`config.mk`:
```
export PLATFORM = sky130hd
export DESIGN_NAME = cpu_run_controller_flat
export DESIGN_NICKNAME = d
export VERILOG_FILES = /design/src/rtl/cpu_run_controller_pkg.sv /design/src/rtl/cpu_run_controller_if.sv /design/src/rtl/cpu_run_controller_btn_sync_edge.sv /design/src/rtl/cpu_run_controller.sv /design/src/flat_wrapper.sv
export SDC_FILE = /design/constraint.sdc
export NUM_CORES = 1
export LEC_CHECK = 0
export BUFFER_PORTS_ARGS = -buffer_cell sky130_fd_sc_hd__buf_2
export CORE_ASPECT_RATIO = 1.4
export CORE_MARGIN = 3
export CORE_UTILIZATION = 45
export DETAILED_ROUTE_END_ITERATION = 10
export PLACE_DENSITY_LB_ADDON = 0.1
export SLEW_MARGIN = 30
export SYNTH_ARGS = -nofsm -noshare
export SYNTH_HDL_FRONTEND = slang
export SYNTH_SLANG_ARGS = --single-unit
export TNS_END_PERCENT = 20
```
`constraint.sdc`:
```
create_clock -name clk -period 2.46 [get_ports clk]
set_input_delay 0.123 -clock clk [delete_from_list [all_inputs] [get_ports clk]]
set_output_delay 0.123 -clock clk [all_outputs]
set_load 0.05 [all_outputs]
```
`src/rtl/cpu_run_controller_pkg.sv`:
```
// rtl/cpu_run_controller_pkg.sv - shared state encoding and opcode constants for the run controller and core
// Contents: state_t (controller FSM encoding), HALT_OPCODE_DEF, opcode field bounds used by the core decoder.
package cpu_ctrl_pkg;

  localparam int OPCODE_W = 8;

  // Default encoding that stops free-run; also decoded by the core as a no-op.
  localparam logic [OPCODE_W-1:0] HALT_OPCODE_DEF = 8'hFF;

  // Opcode occupies the upper nibble of an instruction; the core decoder shares these bounds.
  localparam int OPC_HI = 7;
  localparam int OPC_LO = 4;

  typedef enum logic [2:0] {
    ST_RESET = 3'd0,
    ST_HALT  = 3'd1,
    ST_RUN   = 3'd2,
    ST_STEP  = 3'd3,
    ST_BREAK = 3'd4
  } state_t;

  function automatic logic [OPC_HI-OPC_LO:0] opcode_field(input logic [OPCODE_W-1:0] instr);
    return instr[OPC_HI:OPC_LO];
  endfunction

endpackage

```
`src/rtl/cpu_run_controller_if.sv`:
```
// rtl/cpu_run_controller_if.sv - controller <-> core sequencing bus
// Signals: pc (core PC), instruction (IMEM word at pc), core_reset (active-high core reset), cpu_en (core clock enable).
// Modports: master = run controller side, slave = core side.
interface cpu_run_controller_if;
  import cpu_ctrl_pkg::*;

  logic [OPCODE_W-1:0] pc;
  logic [OPCODE_W-1:0] instruction;
  logic                core_reset;
  logic                cpu_en;

  modport master (output core_reset, output cpu_en, input pc, input instruction);
  modport slave  (input core_reset, input cpu_en, output pc, output instruction);

endinterface

```
`src/rtl/cpu_run_controller_btn_sync_edge.sv`:
```
// rtl/cpu_run_controller_btn_sync_edge.sv - button synchroniser with one-cycle rising-edge pulse
// Ports: clk, rst_n (async active-low), btn (raw async button), pulse (one-cycle rising-edge event).
module btn_sync_edge (
  input  logic clk,
  input  logic rst_n,
  input  logic btn,
  output logic pulse
);

  logic [1:0] sync;
  logic       prev;

  always_ff @(posedge clk or negedge rst_n) begin
    if (!rst_n) begin
      sync <= 2'b00;
      prev <= 1'b0;
    end else begin
      sync <= {sync[0], btn};
      prev <= sync[1];
    end
  end

  // High on the cycle after the second sync stage first sees the button,
  // so the consumer acts on the third clock edge after the first sample.
  assign pulse = sync[1] & ~prev;

endmodule

```
`src/rtl/cpu_run_controller.sv`:
```
// rtl/cpu_run_controller.sv - reset/run/step/halt/breakpoint sequencer for the 8-bit core
// Ports: clk; reset (async active-low); run_btn, step_btn (raw buttons); bp_en, bp_addr (breakpoint);
//        core (master modport: pc, instruction in; core_reset, cpu_en out);
//        halted (HALT or BREAK); instr_count (saturating count of enabled cycles); state (FSM encoding).
module cpu_run_controller
  import cpu_ctrl_pkg::*;
#(
  parameter int                  RST_CYCLES  = 4,
  parameter logic [OPCODE_W-1:0] HALT_OPCODE = HALT_OPCODE_DEF,
  parameter int                  CNT_W       = 16
) (
  input  logic                clk,
  input  logic                reset,
  input  logic                run_btn,
  input  logic                step_btn,
  input  logic                bp_en,
  input  logic [OPCODE_W-1:0] bp_addr,
  cpu_run_controller_if.master core,
  output logic                halted,
  output logic [CNT_W-1:0]    instr_count,
  output logic [2:0]          state
);

  state_t     st;
  logic [3:0] rst_cnt;
  logic       bp_skip;
  logic       run_edge;
  logic       step_edge;
  logic       is_halt;
  logic       bp_hit;
  logic       stop_cond;

  btn_sync_edge u_run_sync  (.clk(clk), .rst_n(reset), .btn(run_btn),  .pulse(run_edge));
  btn_sync_edge u_step_sync (.clk(clk), .rst_n(reset), .btn(step_btn), .pulse(step_edge));

  assign is_halt   = (core.instruction == HALT_OPCODE);
  assign bp_hit    = bp_en & (core.pc == bp_addr) & ~bp_skip;
  assign stop_cond = is_halt | bp_hit;

  // The enable follows the registered state directly so the stopping
  // instruction is never executed.
  assign core.cpu_en = ((st == ST_RUN) & ~stop_cond) | (st == ST_STEP);
  assign state       = st;

  // core_reset and halted are updated alongside each transition so they are
  // registered copies of the next state's decode.
  always_ff @(posedge clk or negedge reset) begin
    if (!reset) begin
      st              <= ST_RESET;
      rst_cnt         <= 4'd0;
      core.core_reset <= 1'b1;
      halted          <= 1'b0;
    end else begin
      case (st)
        ST_RESET: begin
          if (rst_cnt == 4'(RST_CYCLES - 1)) begin
            st              <= ST_HALT;
            core.core_reset <= 1'b0;
            halted          <= 1'b1;
          end else begin
            rst_cnt <= rst_cnt + 4'd1;
          end
        end
        ST_HALT: begin
          // run wins over a simultaneous step; stepping onto a halt opcode is refused
          if (run_edge) begin
            st     <= ST_RUN;
            halted <= 1'b0;
          end else if (step_edge && !is_halt) begin
            st     <= ST_STEP;
            halted <= 1'b0;
          end
        end
        ST_RUN: begin
          if (run_edge || is_halt) begin
            st     <= ST_HALT;
            halted <= 1'b1;
          end else if (bp_hit) begin
            st     <= ST_BREAK;
            halted <= 1'b1;
          end
        end
        ST_STEP: begin
          st     <= ST_HALT;
          halted <= 1'b1;
        end
        ST_BREAK: begin
          if (run_edge) begin
            st     <= ST_RUN;
            halted <= 1'b0;
          end else if (step_edge) begin
            st     <= ST_STEP;
            halted <= 1'b0;
          end
        end
        default: begin
          st              <= ST_RESET;
          rst_cnt         <= 4'd0;
          core.core_reset <= 1'b1;
          halted          <= 1'b0;
        end
      endcase
    end
  end

  // bp_skip lets a resume from BREAK execute the breakpoint PC once.
  always_ff @(posedge clk or negedge reset) begin
    if (!reset) begin
      bp_skip <= 1'b0;
    end else if (!bp_en) begin
      bp_skip <= 1'b0;
    end else if (st == ST_BREAK && run_edge) begin
      bp_skip <= 1'b1;
    end else if (st == ST_RUN && core.cpu_en) begin
      bp_skip <= 1'b0;
    end
  end

  always_ff @(posedge clk or negedge reset) begin
    if (!reset) begin
      instr_count <= '0;
    end else if (core.cpu_en && (instr_count != {CNT_W{1'b1}})) begin
      instr_count <= instr_count + 1'b1;
    end
  end

endmodule

```
`src/flat_wrapper.sv`:
```
// flat-port wrapper written by rule: the top's interface ports become plain ports
module cpu_run_controller_flat import cpu_ctrl_pkg::*;
#(
  parameter int                  RST_CYCLES  = 4,
  parameter logic [OPCODE_W-1:0] HALT_OPCODE = HALT_OPCODE_DEF,
  parameter int                  CNT_W       = 16
)
  (clk, reset, run_btn, step_btn, bp_en, bp_addr, halted, instr_count, state, core_core_reset, core_cpu_en, core_pc, core_instruction);
  cpu_run_controller_if core_i ();
  input  logic clk;
  input  logic reset;
  input  logic run_btn;
  input  logic step_btn;
  input  logic bp_en;
  input  logic [OPCODE_W-1:0] bp_addr;
  output logic halted;
  output logic [CNT_W-1:0] instr_count;
  output logic [2:0] state;
  output wire logic [$bits(core_i.core_reset)-1:0] core_core_reset;
  output wire logic [$bits(core_i.cpu_en)-1:0] core_cpu_en;
  input wire logic [$bits(core_i.pc)-1:0] core_pc;
  input wire logic [$bits(core_i.instruction)-1:0] core_instruction;
  assign core_core_reset = core_i.core_reset;
  assign core_cpu_en = core_i.cpu_en;
  assign core_i.pc = core_pc;
  assign core_i.instruction = core_instruction;
  cpu_run_controller #(.RST_CYCLES(RST_CYCLES), .HALT_OPCODE(HALT_OPCODE), .CNT_W(CNT_W)) u_core (.clk(clk), .reset(reset), .run_btn(run_btn), .step_btn(step_btn), .bp_en(bp_en), .bp_addr(bp_addr), .core(core_i), .halted(halted), .instr_count(instr_count), .state(state));
endmodule
```
==> reports/qor.csv, run 1 <==
stage;metric;value;unit
status;outcome;completed;
synth;Synth cell types;41;
drt;M1 WL;1485;µm
timing;Max Fclk;488.6;MHz
synth;Post-synth ARST share;1.000;
synth;syn_nets;200;
setup_path;CP max-delay cell;or4_4;
setup_path;WP data required;2.34;ns
synth;Gate Count Post-Synth;169;
clock_tree;CTS clk-pin slew, worst paths;0.07;ns
power_and_ir_drop;Reg power frac;0.377;
synth;mapped cell area;0.001709;mm²
setup_path;CP Max Fanout;16;
clock_tree;H-tree levels;2;
floorplanning;Initial Util;0.4879;
synth;Post-synth EDFFs;0;
synth;Syn. warnings;0;
synth;Commonest cells post-synth;dfrtp_1, xnor2_1, nand3_1;
placement;IO Port Bufs;50;
synth;post-synthesis sequential area ratio;0.4693;
layout;area delta synth->final;22.55;%
global_routing;vias in the first global route;1487;
timing;RSZ-0062 raised after global routing;no;
timing;Hold WS;0.09268;ns
clock_tree;worst skew pair latency;0.28;ns
drt;Vias;1481;
global_routing;antenna violations before repair;0;
setup_path;Setup crit end kind;output pin;
floorplanning;FP Rows;25;
drt;met3 WL post-DR;261;µm
clock_tree;clock root cell;clkbuf_8;
clock_tree;CTS tree;yes;
placement;DP Area;0.001957;mm²
power_and_ir_drop;part of the power in combinational logic;0.382;
synth;top cells by area, synth;dfrtp_1, xnor2_1, nand3_1;
placement;placer congestion estimate;0.8839;
timing;max-slew violation count;0;
flow_run;Max Cap Violations;0;
drt;first-pass iteration count of the detailed router;4;
global_routing;total gr overflow;0;
setup_path;CP Class;flop to output pin;
setup_path;Slowest Stage Delay on Critical Path;0.62;ns
synth;cell taking the most area after synthesis;dfrtp_1;
timing;clock skew;0.006224;ns
power_and_ir_drop;Pleak;0.9053;nW
timing;crit path time final;2.047;ns
synth;Yosys reg bits;32;
global_routing;pin count of the biggest net entering global routing;33;
layout;fin area;0.002095;mm²
clock_tree;clock sinks;32;
synth;ys flop type;dfrtp_1;
drt;Max Used Layer;met4;
floorplanning;chip height;78.92;µm
setup_path;WP data arrival;1.92;ns
timing;Hold Fails Final Rpt;0;
power_and_ir_drop;Pwr Density;972.1;mW/mm²
power_and_ir_drop;Psw;0.0008517;W
power_and_ir_drop;internal power;0.001184;W
drt;initial DRC count;66;
setup_path;Startpoint Class;flop;
clock_tree;clock buffer depth;2;
global_routing;wire length of the first global-routing pass;6637;µm
drt;Post-route DRC;0;
synth;area share of the largest cell type after synthesis;0.4539;
setup_path;critical path depth;4;
power_and_ir_drop;Sw Ratio;0.4183;
synth;Mean Syn Cell Area;10.11;µm²
setup_path;Worst R2R Setup Slack;0.53;ns
floorplanning;CORE AREA;0.003503;mm²
drt;ANT nets after route;0;
power_and_ir_drop;worst ir drop on vdd;0.8808;mV
layout;# diodes;0;
setup_path;worst path cell trace;nand3b_1 -> or4_4 -> and2_2 -> buf_2;
power_and_ir_drop;clock share of power;0.241;
global_routing;All-Layer GR Usage;0.1883;
placement;HPWL after DPL;2940;µm
floorplanning;Die ar.;0.004584;mm²
floorplanning;die width;58.09;µm
clock_tree;CTS Buf Count;5;
setup_path;R2R depth;5;
setup_path;cell family with most CP delay;simple AND/OR/NAND/NOR gates;
drt;Wirelength per Cell;14.67;µm
timing;post-route clock period utilization;0.8320;
layout;layout cells sized above 1;0.2889;
clock_tree;cts repair resizes;0;
timing;Slew Limit Headroom;0.5403;
hold_path;Hold Path Depth;2;
timing;worst slew pin tran;0.6896;ns
setup_path;crit path buf inv count;1;
layout;Nets;255;
drt;drt total wl;3888;µm
drt;DR vias/cell;5.589;
timing;post-route setup TNS;0;ns
hold_path;worst min-delay path class;primary input to flop;
floorplanning;# IOs;51;
drt;metal2 WL;2043;µm
synth;most numerous cell in the Yosys netlist;dfrtp_1;
timing;final setup fails;0;
-- path summary, 6_finish.rpt --
path,from,to
worst max-delay path,u_core.bp_skip,core_cpu_en
worst min register to register,u_core.u_run_sync.sync[0],u_core.u_run_sync.sync[1]
worst min-delay path,bp_en,u_core.bp_skip
worst max register to register,u_core.state[0],u_core.halted
max in group asynchronous,reset,u_core.instr_count[12]
min in group asynchronous,reset,u_core.bp_skip
-- registers in the layout (all words and copies together) (netlist names) --
register,cells
u_core.u_run_sync.sync,2
u_core.u_run_sync.prev,1
u_core.instr_count,16
u_core.u_step_sync.prev,1
u_core.state,3
u_core.bp_skip,1
u_core.rst_cnt,4
u_core.halted,1
u_core.core.core_reset,1
u_core.u_step_sync.sync,2
-- repair_timing --
item / in CTS / in global routing
hold buffers: 3 / 0
endpoints found under the hold margin: 33 / 0
setup buffers: 0 / 0
-- routing by layer --
metal,GRT usage,vias up
met5,0,-
met4,0.1044,0
met3,0.04878,10
met2,0.3122,62
met1,0.2165,702
li1,-,707
-- final cells by class --
cell class	count	area [µm²]
Multi-Input combinational cell	129	843.3
Inverter	3	11.26
Timing Repair Buffer	53	280.3
Tap cell	40	50.05
Fill cell	315	1409
Sequential cell	32	802.0
Clock buffer	6	72.57
Clock inverter	2	35.03
-- placed cells by master (no fill, tap or decap), drive strengths merged, types with 2 or more instances in the layout --
cell,count
and2,2
nand2b,3
inv,3
nand3,16
nor2b,3
mux2,2
and3,2
nor2,14
ha,2
buf,50
nand3b,2
xor2,2
nor4,3
o21ai,9
nand4,10
a21oi,5
xnor2,23
clkbuf,6
dlygate4sd3,3
a31oi,2
dfrtp,31
nor3,5
nand2,11
-- power by group through the flow --
stage	registers (W)	clock network (W)	logic, W
after detailed placement	0.000776	0	0.000778
after global placement	0.000760	0	0.000765
after floorplan	0.000977	0	0.000395
final	0.000768	0.000490	0.000778
after CTS	0.000768	0.000507	0.000783
after global routing	0.000791	0.000529	0.000843
-- logic make-up after synthesis --
kind of cell    after synthesis  synth area share
buf+inv                       8           0.03733
compound gates               23           0.09298
fa+ha+maj                     2           0.01464
simple gates                 76            0.2387
xor+xnor                     25            0.1281
flops                        32            0.4693
mux                           3           0.01903
-- stage by stage --
stage	utilization	cells	total power, W	setup slack [ns]
after floorplan	-	169	0.001373	0.3781
after global placement	0.5586	254	0.001525	0.6182
after detailed placement	0.5586	254	0.001554	0.5498
after CTS	0.5979	265	0.002058	0.3989
after global routing	0.5979	265	0.002163	0.3537
final	0.5979	265	0.002036	0.4132
-- worst reg2reg max path, cell delays in order, from the launching register on --
cell      delay [ns]
dfrtp_1         0.49
or2_1           0.38
a211oi_4        0.40
a41oi_2         0.09
o21ai_1         0.12
mux2_1          0.33
Note: power is estimated with default switching activity, not from simulation.
==> run 2, diff against run 1 <==
- clock period: 2.46 -> 2.1 ns (I/O delays scaled with it)
==> run 2 against run 1 <==
- sequential share of layout area fell by 0.27 points
- first-iteration DRC count is 6.1% higher
- setup slack got worse by 0.34 ns
- power is 19% higher
- critical path type unchanged
- critical endpoint unchanged
- largest cell class unchanged
- largest power group unchanged
==> reports/qor.csv, run 2 (synthesis results as in run 1) <==
stage;metric;value;unit;change
timing;RSZ-0062 raised after global routing;no;;
power_and_ir_drop;Reg power frac;0.372;;-0.005
power_and_ir_drop;Sw Ratio;0.4203;;+0.001958
clock_tree;worst skew pair latency;0.28;ns;about the same
placement;HPWL after DPL;3067;µm;+4.3%
placement;placer congestion estimate;0.9045;;+2.3%
global_routing;vias in the first global route;1527;;+2.7%
power_and_ir_drop;clock share of power;0.240;;about the same
global_routing;antenna violations before repair;0;;unchanged
layout;commonest non-fill, non-tap cell in the layout;buf_2;;
power_and_ir_drop;Overall Power;0.002419;W;+19%
drt;Post-route DRC;0;;unchanged
setup_path;WP data required;2.00;ns;-0.34 ns
setup_path;Startpoint Class;flop;;
timing;max-slew violation count;0;;unchanged
timing;crit path time final;2.031;ns;
power_and_ir_drop;worst ir drop on vdd;1.045;mV;+19%
layout;max FFs per register;16;;unchanged
floorplanning;die width;58.09;µm;unchanged
clock_tree;CTS clk-pin slew, worst paths;0.07;ns;about the same
layout;final cell count without fillers;267;;+0.75%
drt;first-pass iteration count of the detailed router;5;;+1
floorplanning;Die ar.;0.004584;mm²;unchanged
floorplanning;CORE AREA;0.003503;mm²;unchanged
clock_tree;CTS Buf Count;5;;unchanged
floorplanning;chip height;78.92;µm;unchanged
layout;most frequent cells in the layout;buf_2, dfrtp_1, xnor2_1;;
timing;Slew Limit Headroom;0.5214;;-0.01889
setup_path;WP data arrival;1.93;ns;about the same
floorplanning;FP Rows;25;;unchanged
layout;# diodes;0;;unchanged
clock_tree;clock root cell;clkbuf_8;;
setup_path;crit path buf inv count;1;;unchanged
setup_path;CP Class;flop to output pin;;
timing;post-route setup TNS;0;ns;unchanged
timing;Hold Fails Final Rpt;0;;unchanged
power_and_ir_drop;internal power;0.001402;W;+18%
global_routing;pin count of the biggest net entering global routing;33;;unchanged
status;outcome;completed;;
setup_path;worst path cell trace;or4_4 -> and2_2 -> buf_2;;
global_routing;All-Layer GR Usage;0.1947;;+0.006338
global_routing;total gr overflow;0;;unchanged
setup_path;cell family with most CP delay;simple AND/OR/NAND/NOR gates;;
placement;IO Port Bufs;50;;unchanged
clock_tree;clock sinks;32;;unchanged
floorplanning;Initial Util;0.4879;;unchanged
timing;worst slew pin tran;0.7179;ns;+0.02834 ns
clock_tree;CTS tree;yes;;
setup_path;Setup crit end kind;output pin;;
layout;area delta synth->final;23.43;%;
drt;initial DRC count;70;;+6.1%
drt;Vias;1512;;+2.1%
layout;Biggest register;u_core.instr_count;;
power_and_ir_drop;Pwr Density;1147;mW/mm²;+18%
layout;layout cells sized above 1;0.2952;;+0.006265
setup_path;CP max-delay cell;or4_4;;
placement;Cells after DPL;256;;+0.79%
global_routing;wire length of the first global-routing pass;6775;µm;+2.1%
timing;Max Fclk;492.4;MHz;
drt;drt total wl;4127;µm;+6.1%
setup_path;Slowest Stage Delay on Critical Path;0.70;ns;+0.08 ns
clock_tree;H-tree levels;2;;unchanged
power_and_ir_drop;Pleak;0.9149;nW;+1.1%
drt;Wirelength per Cell;15.46;µm;+5.4%
hold_path;worst min-delay path class;primary input to flop;;
flow_run;Max Cap Violations;0;;unchanged
timing;final setup fails;0;;unchanged
drt;ANT nets after route;0;;unchanged
clock_tree;clock buffer depth;2;;unchanged
setup_path;CP Max Fanout;16;;unchanged
power_and_ir_drop;part of the power in combinational logic;0.388;;+0.006
power_and_ir_drop;Psw;0.001017;W;+19%
layout;Nets;257;;+0.78%
floorplanning;# IOs;51;;unchanged
clock_tree;Setup Buffers After CTS;0;;unchanged
drt;DR vias/cell;5.663;;+1.3%
timing;clock skew;0.007323;ns;+0.001099 ns
timing;post-route clock period utilization;0.9671;;
==> run 2: repair_timing <==
| item | CTS | global route |
|---|---|---|
| hold buffers | 3 | 0 |
| gates resized for setup | 0 | 0 |
| endpoints found under the hold margin | 33 | 0 |
==> run 2: area by class of cell <==
| type | instances | area, µm² |
|---|---|---|
| fillers | 303 | 1394 |
| multi-input cells | 129 | 843.3 |
| flip-flops and latches | 32 | 802.0 |
| repair buffers | 55 | 295.3 |
| clock buffers | 6 | 72.57 |
| well taps | 40 | 50.05 |
| clock inverters | 2 | 35.03 |
| inverters | 3 | 11.26 |
==> run 2: power by group through the flow <==
| stage | combinational, W | clock (W) | sequential, W |
|---|---|---|---|
| detailed placement | 0.000930 | 0 | 0.000909 |
| global route | 0.00102 | 0.000635 | 0.000919 |
| global placement | 0.000917 | 0 | 0.000895 |
| CTS | 0.000939 | 0.000593 | 0.000897 |
| floorplan | 0.000463 | 0 | 0.00115 |
| finish | 0.000938 | 0.000581 | 0.000900 |
==> run 2: path summary, 6_finish.rpt <==
check                                     startpoint                         to  slack, ns  cells after the start
setup / recovery                     u_core.state[0]                core_cpu_en       0.07                      3
hold reg to reg            u_core.u_run_sync.sync[0]  u_core.u_run_sync.sync[1]       0.35                      0
min in group asynchronous                      reset            u_core.state[0]       0.41                      2
hold / removal                                 bp_en             u_core.bp_skip       0.08                      2
max in group asynchronous                      reset     u_core.instr_count[12]       1.21                      2
setup reg to reg               u_core.instr_count[0]      u_core.instr_count[1]       0.22                      6
==> run 2: metrics by stage <==
| step | area (µm²) | hold WS [ns] | util | setup slack [ns] |
|---|---|---|---|---|
| floorplan | 1709 | -0.1906 | - | 0.01812 |
| global placement | 1972 | 0.1892 | 0.5629 | 0.3150 |
| detailed placement | 1972 | 0.2009 | 0.5629 | 0.2196 |
| CTS | 2110 | 0.07776 | 0.6021 | 0.06456 |
| global route | 2110 | 0.09672 | 0.6021 | 0.008025 |
| finish | 2110 | 0.08120 | 0.6021 | 0.06914 |
==> run 2: routing by layer <==
metal	vias up	GRT usage	wire, µm
li1	710	-	-
met1	722	0.2185	1590
met2	69	0.3450	2179
met3	11	0.04553	263
met4	0	0.08121	93
met5	-	0	0
==> run 3, diff against run 2 <==
- ABC_AREA: not set -> 1
==> run 3 against run 2 <==
- global-route usage fell by 0.64 points
- routed wire length increased by 1.6%
- count of clock-buffer cells in the layout up 1
- synthesized area grew 10%
- clock skew decreased by 0.0017 ns
- power rose by 15%
- setup slack better by 0.087 ns
- cell count rose by 34%
==> reports/qor.csv, run 3 <==
stage;metric;value;unit;change
clock_tree;clock sinks;32;;unchanged
floorplanning;# IOs;51;;unchanged
setup_path;WP data arrival;1.84;ns;-0.09 ns
setup_path;WP data required;2.00;ns;about the same
global_routing;wire length of the first global-routing pass;7182;µm;+6.0%
setup_path;Startpoint Class;flop;;
drt;DR vias/cell;4.905;;-13%
synth;area share of the largest cell type after synthesis;0.4114;;-0.04247
drt;ANT nets after route;0;;unchanged
drt;Post-route DRC;0;;unchanged
global_routing;antenna violations before repair;0;;unchanged
synth;ys flop type;dfrtp_1;;
floorplanning;chip height;82.59;µm;+4.7%
layout;final cell count without fillers;357;;+34%
timing;Hold WS;0.08828;ns;+0.007081 ns
power_and_ir_drop;clock share of power;0.233;;-0.007
layout;layout cells sized above 1;0.2389;;-0.05630
timing;Max Fclk;514.5;MHz;+4.5%
power_and_ir_drop;part of the power in combinational logic;0.448;;+0.060
clock_tree;clock root cell;clkbuf_8;;
timing;post-route setup TNS;0;ns;unchanged
timing;final worst slack;0.1562;ns;+0.08710 ns
placement;placer congestion estimate;0.8449;;-6.6%
drt;Wirelength per Cell;11.74;µm;-24%
setup_path;worst path cell trace;nor2_1 -> inv_2 -> nor2_1 -> nand2_1 -> inv_2 -> nand2_1 -> nand2_4 -> clkbuf_4;;
layout;Biggest register;u_core.instr_count;;
setup_path;cell family with most CP delay;simple AND/OR/NAND/NOR gates;;
synth;Commonest cells post-synth;nand2_1, dfrtp_1, inv_1, nand3_1, nor2_1;;
synth;syn_nets;284;;+42%
synth;Syn. warnings;0;;unchanged
timing;post-route clock period utilization;0.9256;;-0.04148
placement;Cells after DPL;345;;+35%
global_routing;All-Layer GR Usage;0.1882;;-0.006444
flow_run;Max Cap Violations;0;;unchanged
synth;top cells by area, synth;dfrtp_1, nand2_1, nand3_1;;
floorplanning;FP Rows;27;;+8.0%
setup_path;CP Class;flop to output pin;;
layout;area delta synth->final;26.01;%;
clock_tree;worst skew pair latency;0.28;ns;about the same
setup_path;CP Max Fanout;13;;-3
drt;first-pass iteration count of the detailed router;4;;-1
placement;IO Port Bufs;50;;unchanged
clock_tree;clock buffer depth;2;;unchanged
clock_tree;CTS tree;yes;;
timing;Slew Limit Headroom;0.5381;;+0.01672
layout;Fill cells;378;;+25%
clock_tree;H-tree levels;2;;unchanged
status;outcome;completed;;
synth;Post-synth EDFFs;0;;unchanged
layout;max FFs per register;16;;unchanged
synth;Synth cell types;29;;-29%
global_routing;total gr overflow;0;;unchanged
setup_path;Slowest Stage Delay on Critical Path;0.45;ns;-0.25 ns
setup_path;Setup crit end kind;output pin;;
drt;Vias;1751;;+16%
setup_path;CP max-delay cell;dfrtp_1;;
timing;crit path time final;1.944;ns;-0.08710 ns
layout;Nets;344;;+34%
floorplanning;Die ar.;0.005014;mm²;+9.4%
synth;Post-synth ARST share;1.000;;unchanged
global_routing;pin count of the biggest net entering global routing;33;;unchanged
synth;Mean Syn Cell Area;7.453;µm²;-26%
synth;Gate Count Post-Synth;253;;+50%
placement;dpl ws;0.1962;ns;-0.02339 ns
layout;# diodes;0;;unchanged
timing;worst slew pin tran;0.6928;ns;-0.02507 ns
power_and_ir_drop;Psw;0.001249;W;+23%
setup_path;crit path buf inv count;3;;+2
clock_tree;CTS Buf Count;5;;unchanged
power_and_ir_drop;internal power;0.001535;W;+9.4%
floorplanning;CORE AREA;0.003986;mm²;+14%
timing;clock skew;0.005659;ns;-0.001664 ns
power_and_ir_drop;Reg power frac;0.319;;-0.053
floorplanning;die width;60.71;µm;+4.5%
clock_tree;CTS clk-pin slew, worst paths;0.07;ns;about the same
timing;Hold Fails Final Rpt;0;;unchanged
global_routing;vias in the first global route;1713;;+12%
power_and_ir_drop;Sw Ratio;0.4486;;+0.02835
timing;max-slew violation count;0;;unchanged
synth;cell taking the most area after synthesis;dfrtp_1;;
synth;most numerous cell in the Yosys netlist;nand2_1;;
drt;initial DRC count;52;;-26%
hold_path;worst min-delay path class;primary input to flop;;
synth;post-synthesis sequential area ratio;0.4253;;-0.04390
synth;mapped cell area;0.001886;mm²;+10%
power_and_ir_drop;Overall Power;0.002783;W;+15%
power_and_ir_drop;Pwr Density;1171;mW/mm²;+2.2%
drt;drt total wl;4192;µm;+1.6%
placement;HPWL after DPL;3156;µm;+2.9%
layout;commonest non-fill, non-tap cell in the layout;nand2_1;;
timing;final setup fails;0;;unchanged
power_and_ir_drop;worst ir drop on vdd;0.7291;mV;-30%
layout;most frequent cells in the layout;nand2_1, buf_2, dfrtp_1;;
floorplanning;Initial Util;0.4730;;-0.01485
power_and_ir_drop;Pleak;1.308;nW;+43%
synth;Yosys reg bits;32;;unchanged
[run 3: final cells by class]
cell class / instances / area, µm² / share of cell area
clock inverter: 1 / 30.03 / 0.01264
sequential: 32 / 802.0 / 0.3375
clock buffer: 7 / 96.34 / 0.04055
inverter: 33 / 123.9 / 0.05213
tap: 43 / 53.80 / 0.02264
timing repair buffer: 56 / 317.8 / 0.1338
multi-input combinational: 185 / 952.2 / 0.4007
[run 3: per-stage QoR]
step | utilization | instance area, µm²
floorplan | - | 1886
global placement | 0.5477 | 2183
detailed placement | 0.5477 | 2183
CTS | 0.5869 | 2340
global route | 0.5960 | 2376
finish | 0.5960 | 2376
[run 3: repair_timing]
action                                 CTS  global route
setup endpoints to repair                0            14
hold buffers                             3             0
endpoints found under the hold margin   33             0
setup buffers                            0             1
resized for setup                        0             3
[run 3: cell families after synthesis]
logic type,share of synthesized area
buf+inv,0.07697
compound gates,0.04380
xor+xnor,0.08361
flops,0.4253
simple gates,0.3570
fa+ha+maj,0.01327
[run 3: path summary, 6_finish.rpt]
kind / startpoint / to / slack (ns) / cells past startpoint
setup reg to reg: u_core.instr_count[0] / u_core.instr_count[1] / 0.20 / 9
hold / removal: bp_en / u_core.bp_skip / 0.09 / 2
min in group asynchronous: reset / u_core.instr_count[0] / 0.40 / 2
max in group asynchronous: reset / u_core.instr_count[11] / 1.25 / 2
hold reg to reg: u_core.u_run_sync.sync[0] / u_core.u_run_sync.sync[1] / 0.35 / 0
setup / recovery: u_core.state[2] / core_cpu_en / 0.16 / 8
[run 3: power by group through the flow]
stage               clock (W)  sequential (W)  combinational, W
floorplan                   0         0.00118          0.000635
global placement            0        0.000893           0.00121
detailed placement          0        0.000900           0.00123
CTS                  0.000667        0.000888           0.00124
global route         0.000692        0.000907           0.00139
finish               0.000648        0.000888           0.00125
[run 3: layer usage]
layer,up-vias,wire [µm],part of all wire,global-route usage
met1,778,1721,0.41,0.2132
met4,0,102,0.024,0.08243
met5,-,0,0,0
li1,909,-,-,-
met3,11,262,0.063,0.03733
met2,53,2106,0.50,0.3340
